**config.mk**
```make
export PLATFORM = sky130hd
export DESIGN_NAME = fifo_uart_tx
export DESIGN_NICKNAME = d
export VERILOG_FILES = /design/src/rtl/fifo_uart_tx_pkg.sv /design/src/rtl/fifo_uart_tx_baud_tick_gen.sv /design/src/rtl/fifo_uart_tx.sv
export SDC_FILE = /design/constraint.sdc
export NUM_CORES = 1
export LEC_CHECK = 0
export CORE_ASPECT_RATIO = 0.8
export CORE_UTILIZATION = 47
export CTS_CLUSTER_SIZE = 16
export DETAILED_ROUTE_END_ITERATION = 16
export GPL_TIMING_DRIVEN = 0
export HOLD_SLACK_MARGIN = 0.15
export PLACE_DENSITY_LB_ADDON = 0.05
export SLEW_MARGIN = 20
export SYNTH_ARGS = -nofsm -noshare
export SYNTH_HDL_FRONTEND = slang
export SYNTH_SLANG_ARGS = --single-unit
```
**constraint.sdc**
```tcl
create_clock -name clk -period 1.8 [get_ports clk]
set_clock_uncertainty 0.05 [all_clocks]
set_input_delay 0.36 -clock clk [delete_from_list [all_inputs] [get_ports clk]]
set_output_delay 0.36 -clock clk [all_outputs]
set_load 0.03 [all_outputs]
```
**src/rtl/fifo_uart_tx_pkg.sv**
```systemverilog
// Shared types and constants for the FIFO-fed serial transmitter.
package fifo_uart_tx_pkg;

  typedef enum logic [2:0] {
    ST_IDLE  = 3'd0,
    ST_FETCH = 3'd1,
    ST_LOAD  = 3'd2,
    ST_START = 3'd3,
    ST_DATA  = 3'd4,
    ST_STOP  = 3'd5
  } state_e;

  localparam logic        LINE_IDLE   = 1'b1;
  localparam int unsigned FRAME_CNT_W = 16;

  // Counter width helper that never returns zero for tiny ranges.
  function automatic int unsigned clog2_min1(input int unsigned v);
    return (v <= 1) ? 1 : $clog2(v);
  endfunction

endpackage

```
**src/rtl/fifo_uart_tx_baud_tick_gen.sv**
```systemverilog
// Bit-period timer: one-cycle tick on the last clk of every CLKS_PER_BIT period.
module fifo_uart_tx_baud_tick_gen
  import fifo_uart_tx_pkg::*;
#(
  parameter int unsigned CLKS_PER_BIT = 16
) (
  input  logic clk,
  input  logic rst,
  input  logic clr_i,
  output logic tick_o
);

  localparam int unsigned     CNT_W = clog2_min1(CLKS_PER_BIT);
  localparam logic [CNT_W-1:0] LAST  = CNT_W'(CLKS_PER_BIT - 1);

  logic [CNT_W-1:0] cnt_q, cnt_d;
  logic             tick_q, tick_d;

  // Tick is registered from the next count, so it lines up with cnt_q == LAST.
  always_comb begin
    cnt_d = cnt_q + CNT_W'(1);
    if (clr_i || (cnt_q == LAST)) begin
      cnt_d = '0;
    end
    tick_d = (cnt_d == LAST);
  end

  always_ff @(posedge clk or negedge rst) begin
    if (!rst) begin
      cnt_q  <= '0;
      tick_q <= 1'b0;
    end else begin
      cnt_q  <= cnt_d;
      tick_q <= tick_d;
    end
  end

  assign tick_o = tick_q;

endmodule

```
**src/rtl/fifo_uart_tx.sv**
```systemverilog
// Drains the sync FIFO one byte at a time and sends each as a start/data/stop
// serial frame, LSB first, with a running count of completed frames.
module fifo_uart_tx
  import fifo_uart_tx_pkg::*;
#(
  parameter int unsigned WIDTH        = 8,
  parameter int unsigned CLKS_PER_BIT = 16
) (
  input  logic                   clk,
  input  logic                   rst,
  input  logic                   tx_en,
  input  logic                   fifo_empty,
  input  logic [WIDTH-1:0]       fifo_data,
  output logic                   fifo_rd_en,
  output logic                   tx,
  output logic                   busy,
  output logic [FRAME_CNT_W-1:0] frame_cnt
);

  localparam int unsigned      IDX_W    = clog2_min1(WIDTH);
  localparam logic [IDX_W-1:0] LAST_IDX = IDX_W'(WIDTH - 1);

  state_e                 state_q, state_d;
  logic [WIDTH-1:0]       shift_q, shift_d;
  logic [IDX_W-1:0]       idx_q, idx_d;
  logic                   tx_q, tx_d;
  logic                   rd_en_q, rd_en_d;
  logic                   busy_q, busy_d;
  logic [FRAME_CNT_W-1:0] frame_cnt_q, frame_cnt_d;
  logic                   baud_clr_c;
  logic                   tick;

  // Bit timing restarts in LOAD so the start bit gets a full period.
  assign baud_clr_c = (state_q == ST_LOAD);

  fifo_uart_tx_baud_tick_gen #(
    .CLKS_PER_BIT(CLKS_PER_BIT)
  ) u_baud (
    .clk   (clk),
    .rst   (rst),
    .clr_i (baud_clr_c),
    .tick_o(tick)
  );

  always_comb begin
    state_d     = state_q;
    shift_d     = shift_q;
    idx_d       = idx_q;
    tx_d        = tx_q;
    frame_cnt_d = frame_cnt_q;
    rd_en_d     = 1'b0;
    busy_d      = 1'b0;

    case (state_q)
      ST_IDLE: begin
        tx_d = LINE_IDLE;
        if (tx_en && !fifo_empty) begin
          state_d = ST_FETCH;
        end
      end
      ST_FETCH: begin
        state_d = ST_LOAD;
      end
      ST_LOAD: begin
        shift_d = fifo_data;
        tx_d    = ~LINE_IDLE;
        state_d = ST_START;
      end
      ST_START: begin
        if (tick) begin
          state_d = ST_DATA;
          idx_d   = '0;
          tx_d    = shift_q[0];
        end
      end
      ST_DATA: begin
        if (tick) begin
          if (idx_q == LAST_IDX) begin
            state_d = ST_STOP;
            tx_d    = LINE_IDLE;
          end else begin
            shift_d = shift_q >> 1;
            idx_d   = idx_q + IDX_W'(1);
            tx_d    = shift_d[0];
          end
        end
      end
      ST_STOP: begin
        tx_d = LINE_IDLE;
        if (tick) begin
          frame_cnt_d = frame_cnt_q + FRAME_CNT_W'(1);
          state_d     = (tx_en && !fifo_empty) ? ST_FETCH : ST_IDLE;
        end
      end
      default: begin
        state_d = ST_IDLE;
        tx_d    = LINE_IDLE;
      end
    endcase

    // Registered from the next state so the read strobe is exactly the FETCH cycle.
    rd_en_d = (state_d == ST_FETCH);
    busy_d  = (state_d != ST_IDLE);
  end

  always_ff @(posedge clk or negedge rst) begin
    if (!rst) begin
      state_q     <= ST_IDLE;
      shift_q     <= '0;
      idx_q       <= '0;
      tx_q        <= LINE_IDLE;
      rd_en_q     <= 1'b0;
      busy_q      <= 1'b0;
      frame_cnt_q <= '0;
    end else begin
      state_q     <= state_d;
      shift_q     <= shift_d;
      idx_q       <= idx_d;
      tx_q        <= tx_d;
      rd_en_q     <= rd_en_d;
      busy_q      <= busy_d;
      frame_cnt_q <= frame_cnt_d;
    end
  end

  assign fifo_rd_en = rd_en_q;
  assign tx         = tx_q;
  assign busy       = busy_q;
  assign frame_cnt  = frame_cnt_q;

endmodule

```
==> results.md, run 1 <==
- Number of max-cap violations: 0
- Outcome: finished clean
- Hold Worst Slack: 0.445 ns
- Sequential cell area fraction in the yosys report: 52.2%
- Depth of the worst register-to-register path: 7
- Worst setup EP type: primary output
- First-pass detailed-route iteration total: 4
- Vias after detailed routing: 1383
- Largest family of logic cells by synthesized area: simple AND/OR/NAND/NOR gates
- Peak VDD IR: just under 0.5 mV
- Area share of fa/ha/maj cells after synthesis: 2.74%
- I/O pin total: 31
- Fmax: 571 MHz
- Die ar.: 4140 sq um
- Critical path capture point: frame_cnt[15]
- Biggest area contributors in the synthesized netlist: sky130_fd_sc_hd__dfrtp_1 51%, sky130_fd_sc_hd__xnor2_1 4.8%, sky130_fd_sc_hd__mux2i_1 3.8%
- Setup WS post-layout: 0.0477 ns
- Critical path startpoint category: register
- Post-layout instance area: 2330 sq um
- Start point of the worst min-delay path: u_baud.cnt_q[0]$_DFF_PN0_
- Number of levels the H-tree was split into: 2
- Final core occ: between 60 and 70%
- Post-Syn Nets: 189
- Via density: 5.40
- Synth Cell Area: between 1500 and 2000 sq um
- Share of synthesized area spent on multiplexers: 4.46%
- End of the worst register-to-register path: shift_q[1]$_DFFE_PN0P_
- Clock Path Buffers: 2
- Post-synthesis simple-gate area fraction: 20.2%
- Number of endpoints with negative hold slack in the final report: 0
- Post-synth EDFFs: 0
- Class of the most critical hold timing path: reg -> reg
- Library cell used as clock root buffer: sky130_fd_sc_hd__clkbuf_8
- Cell Pwr Density: roughly 660 nW/um^2
- Critical Path, Cell by Cell: clkdlybuf4s50_1
- Post-Syn Area per Cell: 10.6 sq um
- Fin Setup TNS: 0 ns
- Fraction of final layout cells sized beyond drive strength 1: 12.1%
- Nets: ~230
- Static leakage: 1.22 nW
- Number of endpoints failing setup at the final stage: 0
- Kind of critical path: reg -> out
- Required time reported for the critical path endpoint: around 1.4 ns
- Total gr overflow: 0
- Final Critical Period: roughly 1.8 ns
- Initial core utilization: 51.2%
- Cell with the largest stage delay on the worst path: sky130_fd_sc_hd__clkdlybuf4s50_1
- Post-synth top area cell: sky130_fd_sc_hd__dfrtp_1
- Setup repair after global routing missed its margin: no
- Area share of the largest cell type after synthesis: 50.7%
- DRC violation total after the first TritonRoute iteration: 68
- Final routed DRC violation total: 0
- Data arrival time of the critical path: 1.34 ns
- Max-slew violation count: 0
- WP depth: 1
- Clock transition at the register clock pins on the worst setup and hold paths after CTS: about 0.070 ns
- Flip-flop cell with the highest count after synthesis: sky130_fd_sc_hd__dfrtp_1
- Largest driver fanout on the critical path: 2
- TritonCTS clock tree: built
- Post-place setup slack: -0.117 ns
- Vias in the first global route: 1308
- Transition at the pin with the smallest max-transition slack: 0.400 ns
- Count of nets left with antenna violations after detail routing: 0
- RePlAce Congestion: 0.825
- Antenna violations before repair: 0
- Number of buffer and inverter stages on the critical path: 1
- Global router's overall resource usage: between 10% and 20%
- Dpl cells: around 250
- Standard cell core area: 3570 sq um
- Per-cell routed wire length: 13.8 microns
- HPWL after detailed placement: 2520 microns
- Number of sinks handled by clock tree synthesis: 38
- Post-route non-filler standard cell count: 256
- Source of the worst register-to-register timing path: idx_q[0]$_DFFE_PN0P_
- Cts bufs inserted: 5
- Area post-placement: roughly 2200 sq um
- Period utilization: 97.4%
- Global-route wire length before repair: between 6000 and 7000 microns
- Growth of design area from synthesis to finish: 27.8%
- CP startpoint: frame_cnt[15]$_DFFE_PN0P_
- Share of flip-flops with an asynchronous set or reset: 100%
- Die outline height: roughly 58 microns
- DRT Wirelength: 3520 microns
- Complex-gate fraction of the synthesized area: 8.64%
- Clock latency at the later pin of the worst-skew pair: 0.29 ns
- Flop2flop setup slack: 0.13 ns
- Total of warnings raised by yosys: 0
- Cell count after synthesis: 173
- Antenna cell count: 0
- Slowest Stage Delay on Critical Path: 0.68 ns
- Top-count cell post-synth: sky130_fd_sc_hd__dfrtp_1
- Number of I/O port buffers: 30
- Tightest slew margin relative to the limit: 73.3%
- Unique cell type count in the Yosys netlist: 39
- Fraction of synthesized cell area in xor and xnor cells: 8.16%
- Overall power after layout: 1.53 mW
- Chip Width: 71.7 microns
- Commonest cells in the netlist: 37 x sky130_fd_sc_hd__dfrtp_1, 18 x sky130_fd_sc_hd__nand2_1, 17 x sky130_fd_sc_hd__nor2_1
- Top Family by Delay on Critical Path: buffers and inverters
- Maximum number of pins on one net before global-route repair: 26
- Std-Cell Rows: 19
- Flip-flop and latch count after synthesis: 38
registers in the layout, indices dropped and copies added (netlist names):
name / count
u_baud.cnt_q: 4
busy: 1
fifo_rd_en: 1
shift_q: 8
tx: 1
idx_q: 3
frame_cnt: 16
u_baud.tick_o: 1
state_q: 3
cells in the final DEF, fill, tap and decap left out, types with 6 or more instances in the layout:
master / netlist / routed
sky130_fd_sc_hd__a21oi_1: 11 / 11
sky130_fd_sc_hd__buf_4: 4 / 6
sky130_fd_sc_hd__clkbuf_8: 0 / 6
sky130_fd_sc_hd__clkdlybuf4s50_1: 0 / 13
sky130_fd_sc_hd__dfrtp_1: 37 / 37
sky130_fd_sc_hd__dlygate4sd2_1: 0 / 12
sky130_fd_sc_hd__mux2i_1: 7 / 7
sky130_fd_sc_hd__nand2_1: 18 / 18
sky130_fd_sc_hd__nand4_1: 6 / 6
sky130_fd_sc_hd__nor2_1: 17 / 17
sky130_fd_sc_hd__xnor2_1: 10 / 10
sky130_fd_sc_hd__xor2_1: 7 / 7
routing by layer:
metal  GRT usage (%)  wire length (microns)
met2            28.7                   1510
met4            9.24                     66
met5               0                      0
met3            4.17                    222
met1            27.9                   1730
where the power goes:
group	switching [mW]	total (mW)	internal, mW
clock	0.291	0.599	0.309
sequential	0.00506	0.868	0.863
combinational	0.0281	0.0628	0.0348
final cells by class:
| type | instances | area (sq um) |
|---|---|---|
| tap | 42 | 52.6 |
| timing repair buffer | 33 | 335 |
| buffer | 8 | 51.3 |
| fill | 293 | 1230 |
| multi-input combinational | 122 | 832 |
| clock inverter | 1 | 5.00 |
| clock buffer | 7 | 86.3 |
| inverter | 5 | 18.8 |
| sequential | 38 | 952 |
repair_timing:
item                       CTS  global route
pin swaps                    1             0
hold buffers                 1             0
setup endpoints to repair   20            14
gates resized for setup     14             6
hold endpoints to repair    12             0
buffers inserted             1             0
cell families after synthesis:
| logic type | Yosys count |
|---|---|
| buffers and inverters | 13 |
| muxes | 8 |
| AOI/OAI and AO/OA | 27 |
| and+or+nand+nor | 66 |
| DFF | 38 |
| adders and majority gates | 4 |
| xor gates and xnor gates | 17 |
how the worst min path moves through the flow:
stage                                            to  slack (ns)  cells after the start
after floorplan                      busy$_DFF_PN0_        0.01                      0
after global placement    frame_cnt[15]$_DFFE_PN0P_        0.41                      1
after detailed placement       idx_q[1]$_DFFE_PN0P_        0.25                      1
after CTS                 u_baud.cnt_q[0]$_DFF_PN0_        0.45                      1
after global routing       frame_cnt[7]$_DFFE_PN0P_        0.47                      1
final                     u_baud.cnt_q[0]$_DFF_PN0_        0.45                      1
Note: power is estimated with default switching activity, not from simulation.
==> run 2, diff against run 1 <==
SKIP_LAST_GASP = 1   (was not set)
==> results of run 2 <==
The final DEF is identical to that of run 1; final timing and power are the same.
==> run 3, diff against run 2 <==
CORE_MARGIN = 2   (was not set)
==> results.md, run 3 (synthesis gave the netlist of run 1 again) <==
- Outcome: finished clean (unchanged)
- Critical Path, Cell by Cell: clkdlybuf4s50_1 (unchanged)
- Number of max-cap violations: 0 (unchanged)
- Fmax: 569 MHz (was 571 MHz)
- Switch share: 17.7% (was 21.1%)
- Number of levels the H-tree was split into: 2 (unchanged)
- Vias in the first global route: 1366 (was 1308)
- Critical path startpoint category: register (unchanged)
- Internal cell power: 1.49 mW (was 1.21 mW)
- Post-layout instance area: 2400 sq um (was 2330 sq um)
- Chip Width: 73.7 microns (was 71.7 microns)
- Worst Hold Path EP: frame_cnt[15]$_DFFE_PN0P_ (was u_baud.cnt_q[0]$_DFF_PN0_)
- Period utilization: 97.6% (was 97.4%)
- Setup WS post-layout: 0.0430 ns (was 0.0477 ns)
- Transition at the pin with the smallest max-transition slack: 0.439 ns (was 0.400 ns)
- Peak VDD IR: 0.678 mV (was 0.484 mV)
- Library cell used as clock root buffer: sky130_fd_sc_hd__clkbuf_8 (unchanged)
- Tightest slew margin relative to the limit: 70.7% (was 73.3%)
- Number of endpoints with negative hold slack in the final report: 0 (unchanged)
- Initial core utilization: 48.6% (was 51.2%)
- Die outline height: 59.7 microns (was 57.7 microns)
- CP startpoint: frame_cnt[14]$_DFFE_PN0P_ (was frame_cnt[15]$_DFFE_PN0P_)
- Required time reported for the critical path endpoint: 1.39 ns (about the same)
- Slowest Stage Delay on Critical Path: 0.68 ns (about the same)
- Most common cell after layout, fill and taps aside: sky130_fd_sc_hd__dfrtp_1 (unchanged)
- Final routed DRC violation total: 0 (unchanged)
- Global-route wire length before repair: 5730 microns (was 6110 microns)
- Die ar.: 4400 sq um (was 4140 sq um)
- Final core occ: 63.9% (was 65.4%)
- Fraction of final layout cells sized beyond drive strength 1: 13.0% (was 12.1%)
- TritonCTS clock tree: built (unchanged)
- Top Family by Delay on Critical Path: buffers and inverters (unchanged)
- Area used by sequential logic in the layout: 952 sq um (unchanged)
- Start point of the worst min-delay path: frame_cnt[15]$_DFFE_PN0P_ (was u_baud.cnt_q[0]$_DFF_PN0_)
- Count of nets left with antenna violations after detail routing: 0 (unchanged)
- Final Critical Period: 1.76 ns (was 1.75 ns)
- Number of I/O port buffers: 30 (unchanged)
- Number of endpoints failing setup at the final stage: 0 (unchanged)
- Depth of the worst register-to-register path: 6 (was 7)
- Largest driver fanout on the critical path: 3 (was 2)
- Antenna cell count: 0 (unchanged)
- Commonest cells after routing, fill and taps aside: 37 x sky130_fd_sc_hd__dfrtp_1, 18 x sky130_fd_sc_hd__nand2_1, 17 x sky130_fd_sc_hd__nor2_1 (unchanged)
- HPWL after detailed placement: 2490 microns (was 2520 microns)
- Clock Path Buffers: 2 (unchanged)
- Number of sinks handled by clock tree synthesis: 38 (unchanged)
- Count of fill cells added during filler insertion: 295 (was 293)
- Cell with the largest stage delay on the worst path: sky130_fd_sc_hd__clkdlybuf4s50_1 (unchanged)
- DRC violation total after the first TritonRoute iteration: 69 (was 68)
- Clock transition at the register clock pins on the worst setup and hold paths after CTS: 0.07 ns (about the same)
- Hold path depth: 1 (unchanged)
- Kind of critical path: reg -> out (unchanged)
- Worst setup EP type: primary output (unchanged)
- Static leakage: 1.22 nW (about the same)
- Area post-placement: 2200 sq um (about the same)
- Std-Cell Rows: 20 (was 19)
- Source of the worst register-to-register timing path: idx_q[0]$_DFFE_PN0P_ (unchanged)
- Data arrival time of the critical path: 1.35 ns (was 1.34 ns)
- First-pass detailed-route iteration total: 4 (unchanged)
- Standard cell core area: 3750 sq um (was 3570 sq um)
- Via density: 5.25 (was 5.40)
- Vias after detailed routing: 1366 (was 1383)
- Growth of design area from synthesis to finish: 31.4% (was 27.8%)
- Hold Worst Slack: 0.434 ns (was 0.445 ns)
- Clk pwr share: 48.6% (was 39.2%)
- I/O pin total: 31 (unchanged)
- Cts bufs inserted: 5 (unchanged)
- Combinational group share of total power: 3.4% (was 4.1%)
- Sequential share of power: 48.0% (was 56.7%)
- Fin Setup TNS: 0 ns (unchanged)
- Clock latency at the later pin of the worst-skew pair: 0.28 ns (was 0.29 ns)
- Setup repair after global routing missed its margin: no (unchanged)
- Global router's overall resource usage: 17.2% (was 19.6%)
- Per-cell routed wire length: 13.2 microns (was 13.8 microns)
- DRT Wirelength: 3440 microns (was 3520 microns)
- Number of buffer and inverter stages on the critical path: 1 (unchanged)
- End of the worst register-to-register path: shift_q[3]$_DFFE_PN0P_ (was shift_q[1]$_DFFE_PN0P_)
- RePlAce Congestion: 0.794 (was 0.825)
- Total gr overflow: 0 (unchanged)
- Post-place setup slack: -0.168 ns (was -0.117 ns)
- Class of the most critical hold timing path: reg -> reg (unchanged)
- Cell Pwr Density: 755 nW/um^2 (was 656 nW/um^2)
- Antenna violations before repair: 0 (unchanged)
- Largest register FFs: 16 (unchanged)
- Nets: 231 (was 229)
- Net switching power: 0.321 mW (was 0.324 mW)
- Max-slew violation count: 0 (unchanged)
- Flop2flop setup slack: 0.12 ns (was 0.13 ns)
- Area used by multi-input combinational logic: 830 sq um (was 832 sq um)
- Maximum number of pins on one net before global-route repair: 23 (was 26)
==> run 3: area by class of cell <==
| cell class | count | share of cell area [%] |
|---|---|---|
| Sequential cell | 38 | 39.7 |
| Multi-Input combinational cell | 122 | 34.6 |
| Timing Repair Buffer | 35 | 14.4 |
| Clock buffer | 6 | 3.44 |
| Clock inverter | 2 | 2.50 |
| Buffer | 8 | 2.30 |
| Tap cell | 44 | 2.30 |
| Inverter | 5 | 0.782 |
==> run 3: repair_timing <==
item                                   in CTS  in global routing
setup buffers                               1                  1
setup endpoints to repair                  21                 10
endpoints found under the hold margin      15                  0
hold buffers                                1                  0
gates cloned                                0                  1
pin swaps                                   1                  1
gates resized for setup                    15                  5
==> run 3: worst max path at each step <==
| stage | end | slack, ns | cells past startpoint |
|---|---|---|---|
| floorplan | shift_q[0]$_DFFE_PN0P_ | 0.11 | 7 |
| global placement | shift_q[5]$_DFFE_PN0P_ | -0.50 | 1 |
| detailed placement | shift_q[1]$_DFFE_PN0P_ | -0.17 | 7 |
| CTS | shift_q[1]$_DFFE_PN0P_ | 0.008 | 7 |
| global route | frame_cnt[14] | 0.006 | 1 |
| finish | frame_cnt[14] | 0.04 | 1 |
==> run 3: metal layers <==
layer	up-vias	routed length, microns	GRT usage [%]
met3	2	110	4.22
met2	22	1730	30.4
li1	688	-	-
met4	0	18	6.23
met5	-	0	0
met1	654	1590	20.3
==> run 3: worst register-to-register path, cell delays in order (launching register included) <==
cell and delay, ns:
sky130_fd_sc_hd__dfrtp_1 0.39, sky130_fd_sc_hd__ha_1 0.20, sky130_fd_sc_hd__ha_1 0.22, sky130_fd_sc_hd__nand4bb_4 0.25
sky130_fd_sc_hd__a21oi_4 0.19, sky130_fd_sc_hd__buf_2 0.19, sky130_fd_sc_hd__a21oi_1 0.08
==> run 3: metrics by stage <==
step,cells,total power [mW]
detailed placement,248,0.948
CTS,258,1.85
global route,260,1.87
global placement,247,0.939
floorplan,173,0.896
finish,260,1.81
==> run 3: power groups by stage <==
| stage | Clock [mW] | Combinational [mW] | Sequential, mW |
|---|---|---|---|
| 2_1_floorplan | 0 | 0.00966 | 0.886 |
| 4_1_cts | 0.914 | 0.0635 | 0.868 |
| 6_report | 0.880 | 0.0619 | 0.869 |
| 3_3_place_gp | 0 | 0.0544 | 0.885 |
| 3_5_place_dp | 0 | 0.0627 | 0.885 |
| 5_1_grt | 0.932 | 0.0693 | 0.870 |
